===== src/rtl/twiddle_seq_gen_if.sv =====
// ---------------------------------------------------------------------------
// twiddle_seq_gen_if
//
// Bundles the request and output-stream signals of the twiddle sequencer.
//
//   start      requester -> sequencer  one-cycle request to play out a stage
//   stage      requester -> sequencer  FFT stage, sampled with start
//   inverse    requester -> sequencer  1 = conjugate twiddles, sampled with start
//   busy       sequencer -> requester  a request is pending or being played out
//   out_valid  sequencer -> requester  data_real/data_imag hold a sample
//   out_ready  requester -> sequencer  sample accepted when out_valid && out_ready
//   data_real  sequencer -> requester  Re(W), signed Q1.(DATA_WIDTH-1)
//   data_imag  sequencer -> requester  Im(W), signed Q1.(DATA_WIDTH-1)
//   out_last   sequencer -> requester  marks the final sample of the stage
//   done       sequencer -> requester  one-cycle pulse after the last sample
//   err        sequencer -> requester  one-cycle pulse for an illegal stage
//
// The master modport is the requester/consumer side; the slave modport is
// the sequencer itself.
// ---------------------------------------------------------------------------
interface twiddle_seq_gen_if #(
  parameter int DATA_WIDTH = 16,
  parameter int STAGE_W    = 3
) ();

  logic                  start;
  logic [STAGE_W-1:0]    stage;
  logic                  inverse;
  logic                  busy;
  logic                  out_valid;
  logic                  out_ready;
  logic [DATA_WIDTH-1:0] data_real;
  logic [DATA_WIDTH-1:0] data_imag;
  logic                  out_last;
  logic                  done;
  logic                  err;

  modport master (
    output start,
    output stage,
    output inverse,
    output out_ready,
    input  busy,
    input  out_valid,
    input  data_real,
    input  data_imag,
    input  out_last,
    input  done,
    input  err
  );

  modport slave (
    input  start,
    input  stage,
    input  inverse,
    input  out_ready,
    output busy,
    output out_valid,
    output data_real,
    output data_imag,
    output out_last,
    output done,
    output err
  );

endinterface


===== src/rtl/twiddle_seq_gen.sv =====
// ---------------------------------------------------------------------------
// twiddle_seq_gen
//
// Twiddle-factor sequencer for a radix-2 DIT FFT of size N = 2**LOG2_NFFT.
// Only a quarter-wave cosine table C[0..N/4] is held; every W_N^k for
// k = 0..N/2-1 is rebuilt from it by octant symmetry. On request it plays
// out the N/2 per-butterfly twiddles of one stage over a valid/ready stream,
// optionally conjugated for the inverse transform.
//
// Ports:
//   clk    system clock, all state updates on the rising edge
//   rst_n  asynchronous active-low reset
//   bus    twiddle_seq_gen_if.slave: start/stage/inverse request,
//          busy/done/err status, out_valid/out_ready/data_real/data_imag/
//          out_last output stream
//
// Parameters:
//   LOG2_NFFT   log2 of the FFT size (>= 3)
//   DATA_WIDTH  twiddle sample width, signed Q1.(DATA_WIDTH-1)
//   STAGE_W     width of the stage field (2**STAGE_W >= LOG2_NFFT)
//   ROM_FILE    name of the reference cosine table; the table below is
//               generated at elaboration to the same contents
//               (C[j] = round(cos(2*pi*j/N) * (2**(DATA_WIDTH-1)-1)))
// ---------------------------------------------------------------------------
module twiddle_seq_gen #(
  parameter int    LOG2_NFFT  = 5,
  parameter int    DATA_WIDTH = 16,
  parameter int    STAGE_W    = 3,
  parameter string ROM_FILE   = "W_cos_q32.txt"
) (
  input logic              clk,
  input logic              rst_n,
  twiddle_seq_gen_if.slave bus
);

  localparam int NFFT = 1 << LOG2_NFFT;
  localparam int QTR  = NFFT / 4;
  // Butterfly counter and twiddle index both span 0..N/2-1.
  localparam int BW   = LOG2_NFFT - 1;

  localparam logic [BW-1:0]      B_ONE       = BW'(1);
  localparam logic [BW-1:0]      B_LAST      = BW'(NFFT / 2 - 1);
  localparam logic [BW-1:0]      Q_IDX       = BW'(QTR);
  localparam logic [STAGE_W-1:0] SHIFT_TOP   = STAGE_W'(LOG2_NFFT - 1);
  // One extra bit so that LOG2_NFFT == 2**STAGE_W still compares correctly.
  localparam logic [STAGE_W:0]   STAGE_LIMIT = (STAGE_W + 1)'(LOG2_NFFT);

  localparam real FULL_SCALE = (2.0 ** (DATA_WIDTH - 1)) - 1.0;
  localparam real TWO_PI     = 6.283185307179586;

  typedef enum logic [1:0] {
    IDLE = 2'd0,
    LOAD = 2'd1,
    RUN  = 2'd2
  } state_t;

  // -------------------------------------------------------------------------
  // Quarter-wave cosine table, evaluated at elaboration time with a Taylor
  // series (x <= pi/2, so 12 terms are far below one LSB of error). Values
  // are rounded to nearest; +1.0 maps to the largest positive code, so the
  // table never holds -1.0 and negation can never overflow.
  // -------------------------------------------------------------------------
  function automatic logic [DATA_WIDTH-1:0] cos_entry(input int j);
    real x;
    real term;
    real sum;
    real scaled;
    int  ival;
    x    = TWO_PI * real'(j) / real'(NFFT);
    term = 1.0;
    sum  = 1.0;
    for (int n = 1; n <= 12; n++) begin
      term = -term * x * x / real'((2 * n - 1) * (2 * n));
      sum  = sum + term;
    end
    scaled = sum * FULL_SCALE;
    // cos(pi/2) can come out a hair below zero; clamp so it rounds to 0.
    if (scaled < 0.0) begin
      scaled = 0.0;
    end
    ival = $rtoi(scaled + 0.5);
    return ival[DATA_WIDTH-1:0];
  endfunction

  logic [DATA_WIDTH-1:0] cos_rom [0:QTR];

  for (genvar j = 0; j <= QTR; j++) begin : g_rom
    assign cos_rom[j] = cos_entry(j);
  end

  // -------------------------------------------------------------------------
  // State
  // -------------------------------------------------------------------------
  state_t                state;
  state_t                state_next;

  logic                  req_valid;
  logic [STAGE_W-1:0]    req_stage;
  logic                  req_inverse;
  logic                  req_legal;

  logic [STAGE_W-1:0]    stage_q;
  logic                  inverse_q;
  logic [BW-1:0]         b;

  logic                  out_valid_q;
  logic                  out_last_q;
  logic [DATA_WIDTH-1:0] real_q;
  logic [DATA_WIDTH-1:0] imag_q;
  logic                  done_q;
  logic                  err_q;

  logic                  busy_int;
  logic                  accept;

  logic                  launch;
  logic                  reject;
  logic                  load_sample;
  logic                  step;
  logic                  finish;

  logic [BW-1:0]         b_sel;
  logic [BW-1:0]         stage_mask;
  logic [STAGE_W-1:0]    shift;
  logic [BW-1:0]         k;
  logic [BW-1:0]         m;
  logic                  upper;
  logic [BW-1:0]         re_idx;
  logic [BW-1:0]         im_idx;
  logic [DATA_WIDTH-1:0] re_mag;
  logic [DATA_WIDTH-1:0] im_mag;
  logic [DATA_WIDTH-1:0] sym_real;
  logic [DATA_WIDTH-1:0] sym_imag;

  assign req_legal = ({1'b0, req_stage} < STAGE_LIMIT);

  // A legal request waiting to launch already counts as busy, so a second
  // start in that window is ignored just like one arriving mid-run.
  assign busy_int  = (state != IDLE) || (req_valid && req_legal);
  assign accept    = out_valid_q && bus.out_ready;

  // -------------------------------------------------------------------------
  // Request register: start and its qualifiers are captured first and
  // decoded one cycle later, which gives the two-edge start-to-valid latency.
  // -------------------------------------------------------------------------
  always_ff @(posedge clk or negedge rst_n) begin
    if (!rst_n) begin
      req_valid   <= 1'b0;
      req_stage   <= '0;
      req_inverse <= 1'b0;
    end else begin
      req_valid <= bus.start && !busy_int;
      if (bus.start && !busy_int) begin
        req_stage   <= bus.stage;
        req_inverse <= bus.inverse;
      end
    end
  end

  // -------------------------------------------------------------------------
  // FSM state register
  // -------------------------------------------------------------------------
  always_ff @(posedge clk or negedge rst_n) begin
    if (!rst_n) begin
      state <= IDLE;
    end else begin
      state <= state_next;
    end
  end

  // -------------------------------------------------------------------------
  // FSM next-state and control strobes
  // -------------------------------------------------------------------------
  always_comb begin
    state_next  = state;
    launch      = 1'b0;
    reject      = 1'b0;
    load_sample = 1'b0;
    step        = 1'b0;
    finish      = 1'b0;
    case (state)
      IDLE: begin
        if (req_valid) begin
          if (req_legal) begin
            launch     = 1'b1;
            state_next = LOAD;
          end else begin
            reject     = 1'b1;
          end
        end
      end
      LOAD: begin
        load_sample = 1'b1;
        state_next  = RUN;
      end
      RUN: begin
        if (accept) begin
          if (out_last_q) begin
            finish     = 1'b1;
            state_next = IDLE;
          end else begin
            step       = 1'b1;
          end
        end
      end
      default: begin
        state_next = IDLE;
      end
    endcase
  end

  // -------------------------------------------------------------------------
  // Index generation and octant symmetry. LOAD produces the sample for the
  // current b (always 0); in RUN the next sample b+1 is prepared so it can
  // replace the accepted one on the same edge without a bubble.
  // -------------------------------------------------------------------------
  always_comb begin
    b_sel      = load_sample ? b : (b + B_ONE);
    // (1 << s) - 1 wraps to all ones for the last stage, which is exactly
    // the mask needed there.
    stage_mask = (B_ONE << stage_q) - B_ONE;
    shift      = SHIFT_TOP - stage_q;
    k          = (b_sel & stage_mask) << shift;
    // k < N/2, so its top bit alone tells the two octant pairs apart and
    // clearing it yields m = k - N/4.
    upper      = k[BW-1];
    m          = k & ~Q_IDX;
    if (!upper) begin
      re_idx = k;
      im_idx = Q_IDX - k;
    end else begin
      re_idx = Q_IDX - m;
      im_idx = m;
    end
    re_mag   = cos_rom[re_idx];
    im_mag   = cos_rom[im_idx];
    sym_real = upper ? ('0 - re_mag) : re_mag;
    // Forward twiddles carry -sin; conjugation simply drops that negation.
    sym_imag = inverse_q ? im_mag : ('0 - im_mag);
  end

  // -------------------------------------------------------------------------
  // Run parameters, butterfly counter and registered output stage. Without
  // an acceptance nothing here changes, which keeps data, out_last and b
  // stable under backpressure.
  // -------------------------------------------------------------------------
  always_ff @(posedge clk or negedge rst_n) begin
    if (!rst_n) begin
      stage_q     <= '0;
      inverse_q   <= 1'b0;
      b           <= '0;
      out_valid_q <= 1'b0;
      out_last_q  <= 1'b0;
      real_q      <= '0;
      imag_q      <= '0;
      done_q      <= 1'b0;
      err_q       <= 1'b0;
    end else begin
      done_q <= finish;
      err_q  <= reject;
      if (launch) begin
        stage_q   <= req_stage;
        inverse_q <= req_inverse;
      end
      if (load_sample || step) begin
        b           <= b_sel;
        real_q      <= sym_real;
        imag_q      <= sym_imag;
        out_valid_q <= 1'b1;
        out_last_q  <= (b_sel == B_LAST);
      end else if (finish) begin
        b           <= '0;
        real_q      <= '0;
        imag_q      <= '0;
        out_valid_q <= 1'b0;
        out_last_q  <= 1'b0;
      end
    end
  end

  assign bus.busy      = busy_int;
  assign bus.out_valid = out_valid_q;
  assign bus.out_last  = out_last_q;
  assign bus.data_real = real_q;
  assign bus.data_imag = imag_q;
  assign bus.done      = done_q;
  assign bus.err       = err_q;

endmodule


===== src/flat_wrapper.sv =====
// flat-port wrapper written by rule: the top's interface ports become plain ports
module twiddle_seq_gen_flat 
#(
  parameter int    LOG2_NFFT  = 5,
  parameter int    DATA_WIDTH = 16,
  parameter int    STAGE_W    = 3,
  parameter string ROM_FILE   = "             "
)
  (clk, rst_n, bus_start, bus_stage, bus_inverse, bus_out_ready, bus_busy, bus_out_valid, bus_data_real, bus_data_imag, bus_out_last, bus_done, bus_err);
  twiddle_seq_gen_if #(.DATA_WIDTH(DATA_WIDTH), .STAGE_W(STAGE_W)) bus_i ();
  input logic clk;
  input logic rst_n;
  input wire logic [$bits(bus_i.start)-1:0] bus_start;
  input wire logic [$bits(bus_i.stage)-1:0] bus_stage;
  input wire logic [$bits(bus_i.inverse)-1:0] bus_inverse;
  input wire logic [$bits(bus_i.out_ready)-1:0] bus_out_ready;
  output wire logic [$bits(bus_i.busy)-1:0] bus_busy;
  output wire logic [$bits(bus_i.out_valid)-1:0] bus_out_valid;
  output wire logic [$bits(bus_i.data_real)-1:0] bus_data_real;
  output wire logic [$bits(bus_i.data_imag)-1:0] bus_data_imag;
  output wire logic [$bits(bus_i.out_last)-1:0] bus_out_last;
  output wire logic [$bits(bus_i.done)-1:0] bus_done;
  output wire logic [$bits(bus_i.err)-1:0] bus_err;
  assign bus_i.start = bus_start;
  assign bus_i.stage = bus_stage;
  assign bus_i.inverse = bus_inverse;
  assign bus_i.out_ready = bus_out_ready;
  assign bus_busy = bus_i.busy;
  assign bus_out_valid = bus_i.out_valid;
  assign bus_data_real = bus_i.data_real;
  assign bus_data_imag = bus_i.data_imag;
  assign bus_out_last = bus_i.out_last;
  assign bus_done = bus_i.done;
  assign bus_err = bus_i.err;
  twiddle_seq_gen #(.LOG2_NFFT(LOG2_NFFT), .DATA_WIDTH(DATA_WIDTH), .STAGE_W(STAGE_W), .ROM_FILE(ROM_FILE)) u_core (.clk(clk), .rst_n(rst_n), .bus(bus_i));
endmodule

===== config.mk =====
export PLATFORM = sky130hd
export DESIGN_NAME = twiddle_seq_gen_flat
export DESIGN_NICKNAME = d
export VERILOG_FILES = /design/src/rtl/twiddle_seq_gen_if.sv /design/src/rtl/twiddle_seq_gen.sv /design/src/flat_wrapper.sv
export SDC_FILE = /design/constraint.sdc
export NUM_CORES = 1
export LEC_CHECK = 0
export CAP_MARGIN = 40
export CORE_MARGIN = 8
export CORE_UTILIZATION = 57
export DETAILED_ROUTE_END_ITERATION = 12
export GPL_TIMING_DRIVEN = 0
export PLACE_DENSITY = 0.86
export SLEW_MARGIN = 20
export SYNTH_ARGS = -nofsm -noshare
export SYNTH_HDL_FRONTEND = slang
export SYNTH_SLANG_ARGS = --single-unit

===== constraint.sdc =====
create_clock -name clk -period 5 [get_ports clk]
set_input_delay 0.75 -clock clk [delete_from_list [all_inputs] [get_ports clk]]
set_output_delay 0.75 -clock clk [all_outputs]
set_load 0.02 [all_outputs]

==> results.ini, run 1 <==
[timing]
slew_headroom_pct=47.1
timing.final.crit_share_pct=94.8
setup_slack_ns=0.262
fmax_ghz=0.211
hold_viol=0
rsz0062_at_grt=true
slew_violations=0
setup_tns_ns=0
min_period_ns=4.74
worst_slew_pin_slew_ns=0.783
setup_violations=0
skew_ns=0.0125

[finish]
antennaDiodeCount=0
nNetsFinal=507
layout.area.seq_um2=1280
multiInputGateArea_um2=2280
drive_gt1_share_pct=10.6
fillers=527
fin_util_pct=69.8
area_growth_pct=19.0

[routing]
drt-initial-drc-count=175
vias=3573
antenna_left=0
postRouteWirelength_um=10500
drc=0
vias_per_cell=6.43
firstDrtPassIters=4
routedWlPerCell_um=18.9

[critical_path]
max_stage_delay_ns=0.47
worstPathRequired_ns=5.20
path_buf_inv=2
crit_arrival_ns=4.94
crit_top_cell=ha_1
crit_path_max_fanout=10
path_cells=inv_1 > ha_1 > ha_2 > nor4bb_1 > a21oi_1 > nor2_1 > nand2_2 > ha_1 > nand2b_1 > o21ba_2 > o31ai_4 > ha_1 > o21ai_1 > nand2b_1 > ha_1 > inv_1 > nor4_1 > a41o_1 > o32ai_1 > o21ai_2 > xnor2_1 > a22o_1
startpoint_type=flop
cp-end-kind=flop
critPathSlowestCell=dfrtp_2
crit_family=compound AO/OA/AOI/OAI gates
crit_type=reg2reg

[global_route]
grt_pass1_wl_um=17100
antenna_found_initial=0
grt_util_all_layers_pct=23.1
grt_max_degree=28
grt_pass1_vias=3465
grt.overflow.total=0

[placement]
port_buffers=44
gp_congestion=0.980
post-place-ws_ns=-0.492
dpl.hpwl_um=7850

[die]
die-area_um2=9330
core_um2=6310
die_h_um=96.6
io_pins=45
start_util_pct=58.6
die_w_um=96.6
num_rows=29

[clocking]
cts_tree=yes
htree_levels=2
clkTransAtPathRegs_ns=0.11
cts_inserted_buffers=5
cts_sinks=51
root_buffer=clkbuf_8
cts_hold_buf=0
cts_max_path_buffers=2
clk-insertion-delay-late_ns=0.31

[run]
maxCapViolCount=0

[yosys]
ys_ff_latch=51
syn_nets=453
seq_area_frac_synth_pct=34.5
syn_area_um2=3700
synth-edff-count=0
netlist_instances=424
syn_avg_cell_area_um2=8.73
synthTopCellsByCount=dfrtp_1 (51), nand2_1 (40), o21ai_0 (35)
ys_async_sr_fraction_pct=100
synth.top_cell.area_share_pct=34.5
yosysUniqueCellTypes=75
synth_warnings=0
synth_top_cell_by_area=dfrtp_1
synth_most_common_cell=dfrtp_1
synth.area.top_cells=dfrtp_1 (34%), ha_1 (7.1%), o21ai_0 (4.7%), a21oi_1 (4.3%), nand2_1 (4.1%)
synthFlopType=dfrtp_1

[status]
outcome=completed

[power]
p_leak_nw=1.86
vdd_drop_max_mv=0.119
p_per_area_nw_per_um2=155

[min_path]
min_path_type=in2async

==> layer usage <==
layer / track usage, % / wire (um)
met1: 28.9 / 4470
met2: 38.3 / 5020
met3: 3.25 / 613
met4: 11.2 / 388
met5: 0 / 0
==> worst reg2reg max path, delay by kind of cell (launching register included) <==
kind / cells / cell delay [ns]
adders and majority gates: 5 / 1.24
DFF: 1 / 0.47
buffers and inverters: 2 / 0.34
and+or+nand+nor: 6 / 0.97
AOI/OAI and AO/OA: 8 / 1.45
xor gates and xnor gates: 1 / 0.16
==> cell usage in the layout (no fill, tap or decap), types with 6 or more instances in the layout <==
cell             instances
dfrtp_1                 50
clkdlybuf4s50_1         43
nand2_1                 39
a21oi_1                 32
o21ai_0                 32
nor2_1                  24
nand3_1                 19
ha_1                    19
clkbuf_1                16
inv_1                   14
nor3_1                  10
o21ai_1                 10
o211ai_1                 8
xnor2_1                  8
xor2_1                   7
mux2_2                   7
buf_2                    6
or3_1                    6
==> final timing paths <==
kind,endpoint,slack (ns),cells after the start,start
setup / recovery,u_core.bus.data_real[10]$_DFFE_PN0P_,0.26,22,u_core.stage_q[0]$_DFFE_PN0P_
hold / removal,u_core.b[2]$_DFFE_PN0P_,0.43,1,rst_n
setup reg to reg,u_core.bus.data_real[10]$_DFFE_PN0P_,0.26,22,u_core.stage_q[0]$_DFFE_PN0P_
hold reg to reg,u_core.bus.data_imag[13]$_DFFE_PN0P_,0.50,2,u_core.bus.data_imag[13]$_DFFE_PN0P_
max in group asynchronous,u_core.bus.data_imag[11]$_DFFE_PN0P_,4.01,2,rst_n
min in group clk,u_core.bus.data_imag[13]$_DFFE_PN0P_,0.50,2,u_core.bus.data_imag[13]$_DFFE_PN0P_
==> repair_timing <==
action | in CTS | in global routing
pin swaps | 0 | 1
gates resized for setup | 7 | 10
endpoints found under the setup margin | 7 | 10
setup buffers | 0 | 2
==> report_power, final <==
part           internal (W)  leakage (nW)  switching, W
clock network      0.000103        0.0491      0.000151
registers          0.000412         0.669             0
logic            0.00000591          1.14    0.00000878
==> stage by stage <==
stage | hold WS (ns) | total power (W) | std cells | instance area (um^2)
6_report | 0.428 | 0.000682 | 556 | 4410
5_1_grt | 0.472 | 0.000705 | 556 | 4410
4_1_cts | 0.445 | 0.000693 | 555 | 4370
3_5_place_dp | 0.472 | 0.000436 | 547 | 4260
3_3_place_gp | 0.467 | 0.000434 | 545 | 4240
2_1_floorplan | 0.454 | 0.000420 | 424 | 3700
==> layout make-up <==
class,instances,share of cell area (%)
Clock inverter,3,0.596
Timing Repair Buffer,48,10.8
Tap cell,77,2.19
Clock buffer,5,1.56
Buffer,26,2.67
Inverter,15,1.28
Multi-Input combinational cell,331,51.9
Sequential cell,51,29.0
==> state kept, by name (all words and copies together), names as in the netlist <==
register              cells
u_core.bus.out_last       1
u_core.bus.data_imag     16
u_core.bus.done           1
u_core.inverse_q          1
u_core.b                  4
u_core.stage_q            3
u_core.req_valid          1
u_core.bus.err            1
u_core.bus.out_valid      1
u_core.req_stage          3
u_core.bus.data_real     16
u_core.state              2
u_core.req_inverse        1
==> kinds of logic after synthesis <==
| kind of cell | count (synthesis) | share of synthesized area, % |
|---|---|---|
| buf+inv | 42 | 4.73 |
| flops | 51 | 34.5 |
| simple gates | 135 | 18.4 |
| mux | 12 | 3.48 |
| compound gates | 148 | 28.3 |
| fa+ha+maj | 21 | 7.10 |
| xor+xnor | 15 | 3.55 |
Note: power is estimated with default switching activity, not from simulation.
==> run 2: changes to the inputs <==
SETUP_SLACK_MARGIN = 0.15   (was not set)
==> run 2 against run 1 <==
Fmax up 2.6%. Sequential share of layout area fell by 0.36 points. Worst setup slack gained 0.12 ns. First-iteration DRC count down 3.4%. Clock power about the same. Register-to-register slack better by 0.12 ns. Wire length grew 1.0%. Non-clock buffer count rose by 6. Global-route usage is essentially flat. Clock skew decreased by 0.0017 ns. Total power about the same. Highest routed layer unchanged.
==> results.ini, run 2 (synthesis gave the netlist of run 1 again) <==
[clocking]
clk-insertion-delay-late_ns=0.31  ; about the same
clkTransAtPathRegs_ns=0.10  ; about the same
root_buffer=clkbuf_8
cts_hold_buf=0  ; unchanged
htree_levels=2  ; unchanged
cts_max_path_buffers=2  ; unchanged
cts_tree=yes
cts_sinks=51  ; unchanged
cts_inserted_buffers=5  ; unchanged

[finish]
area_growth_pct=20.5
antennaDiodeCount=0  ; unchanged
drive_gt1_share_pct=12.4  ; +1.7 points
final_area_um2=4460  ; +1.2%
final_cell_mix=dfrtp_1 (50), clkdlybuf4s50_1 (43), nand2_1 (39)
fin_util_pct=70.7  ; +0.87 points
final_common_cell=dfrtp_1
nNetsFinal=513  ; +1.2%

[global_route]
antenna_found_initial=0  ; unchanged
grt.overflow.total=0  ; unchanged
grt_util_all_layers_pct=23.2  ; +0.048 points
grt_pass1_vias=3478  ; +0.38%
grt_max_degree=28  ; unchanged
grt_pass1_wl_um=17100  ; +0.24%

[die]
core_um2=6310  ; unchanged
die_w_um=96.6  ; unchanged
die-area_um2=9330  ; unchanged
die_h_um=96.6  ; unchanged
num_rows=29  ; unchanged
start_util_pct=58.6  ; unchanged
io_pins=45  ; unchanged

[placement]
dpl_cell_area_um2=4260  ; unchanged
dpl.hpwl_um=7850  ; unchanged
post-place-ws_ns=-0.492  ; unchanged
port_buffers=44  ; unchanged
gp_congestion=0.980  ; unchanged

[timing]
fmax_ghz=0.216  ; +2.6%
slew_violations=0  ; unchanged
timing.final.crit_share_pct=92.4  ; -2.4 points
setup_violations=0  ; unchanged
slew_headroom_pct=48.6  ; +1.5 points
hold_viol=0  ; unchanged
setup_tns_ns=0  ; unchanged
setup_slack_ns=0.380  ; +0.118 ns
min_period_ns=4.62  ; -0.118 ns
skew_ns=0.0108  ; -0.00172 ns
worst_slew_pin_slew_ns=0.762  ; -0.0215 ns

[status]
outcome=completed

[power]
p_leak_nw=1.89  ; +1.7%
p_per_area_nw_per_um2=153  ; -1.3%
finalPower_w=0.000681  ; about the same
vdd_drop_max_mv=0.119  ; about the same

[critical_path]
crit_arrival_ns=4.83  ; -0.11 ns
critPathSlowestCell=dfrtp_2
path_cells=inv_1 > ha_1 > ha_2 > nor4bb_2 > a21oi_2 > o21ai_2 > nand2_1 > ha_1 > nand2b_1 > o21ba_2 > o31ai_4 > inv_1 > o21ai_1 > ha_1 > inv_2 > nor4_1 > a41o_1 > o32ai_1 > o21ai_2 > xnor2_1 > a22o_1
cp-end-kind=flop
crit_path_max_fanout=8  ; -2
worstPathRequired_ns=5.21  ; about the same
crit_type=reg2reg
crit_top_cell=ha_1
max_stage_delay_ns=0.41  ; -0.06 ns
startpoint_type=flop
rrSetupSlack_ns=0.38  ; +0.12 ns

[routing]
drt-initial-drc-count=169  ; -3.4%
vias_per_cell=6.37  ; -0.82%
routedWlPerCell_um=18.8  ; about the same
antenna_left=0  ; unchanged
postRouteWirelength_um=10600  ; +1.0%
drc=0  ; unchanged
firstDrtPassIters=4  ; unchanged
vias=3582  ; +0.25%

[run]
maxCapViolCount=0  ; unchanged

[min_path]
min_path_type=in2async

-- run 2: final cells by class --
type	count	area, um^2
buffer	27	123
clock buffer	5	68.8
clock inverter	3	26.3
fill	516	1850
inverter	15	56.3
multi-input combinational	331	2300
sequential	51	1280
tap	77	96.3
timing repair buffer	53	515
-- run 2: where the power goes --
part | total (W) | switching [W] | internal [W]
logic | 0.0000147 | 0.00000878 | 0.00000591
registers | 0.000412 | 0 | 0.000412
clock network | 0.000254 | 0.000151 | 0.000103
total | 0.000681 | 0.000160 | 0.000521
-- run 2: path summary, 6_finish.rpt --
check,end,startpoint,cells past startpoint
hold reg to reg,u_core.bus.data_imag[13]$_DFFE_PN0P_,u_core.bus.data_imag[13]$_DFFE_PN0P_,2
setup reg to reg,u_core.bus.data_real[10]$_DFFE_PN0P_,u_core.stage_q[0]$_DFFE_PN0P_,21
hold / removal,u_core.b[2]$_DFFE_PN0P_,rst_n,1
setup / recovery,u_core.bus.data_real[10]$_DFFE_PN0P_,u_core.stage_q[0]$_DFFE_PN0P_,21
max in group asynchronous,u_core.stage_q[0]$_DFFE_PN0P_,rst_n,2
min in group clk,u_core.bus.data_imag[13]$_DFFE_PN0P_,u_core.bus.data_imag[13]$_DFFE_PN0P_,2
-- run 2: metal layers --
layer	vias to the layer above	global-route usage, %	part of all wire, %
li1	1699	-	-
met1	1736	28.9	42
met2	123	38.5	49
met3	24	3.25	6.8
met4	0	11.2	2.5
met5	-	0	0
-- run 2: stage by stage --
step	cells	hold WS [ns]
final	562	0.426
after global routing	562	0.472
after CTS	555	0.445
after detailed placement	547	0.472
after global placement	545	0.467
after floorplan	424	0.454
-- run 2: worst max-delay path, delay by kind of cell, from the launching register on --
family	cells	cell delay (ns)
compound gates	9	1.72
fa+ha+maj	4	1.03
simple gates	4	0.81
xor+xnor	1	0.09
buf+inv	3	0.45
flops	1	0.41
-- run 2: timing repair --
item,CTS,global route
pin swaps,1,2
gates resized for setup,9,12
setup endpoints to repair,14,10
buffers inserted,0,7
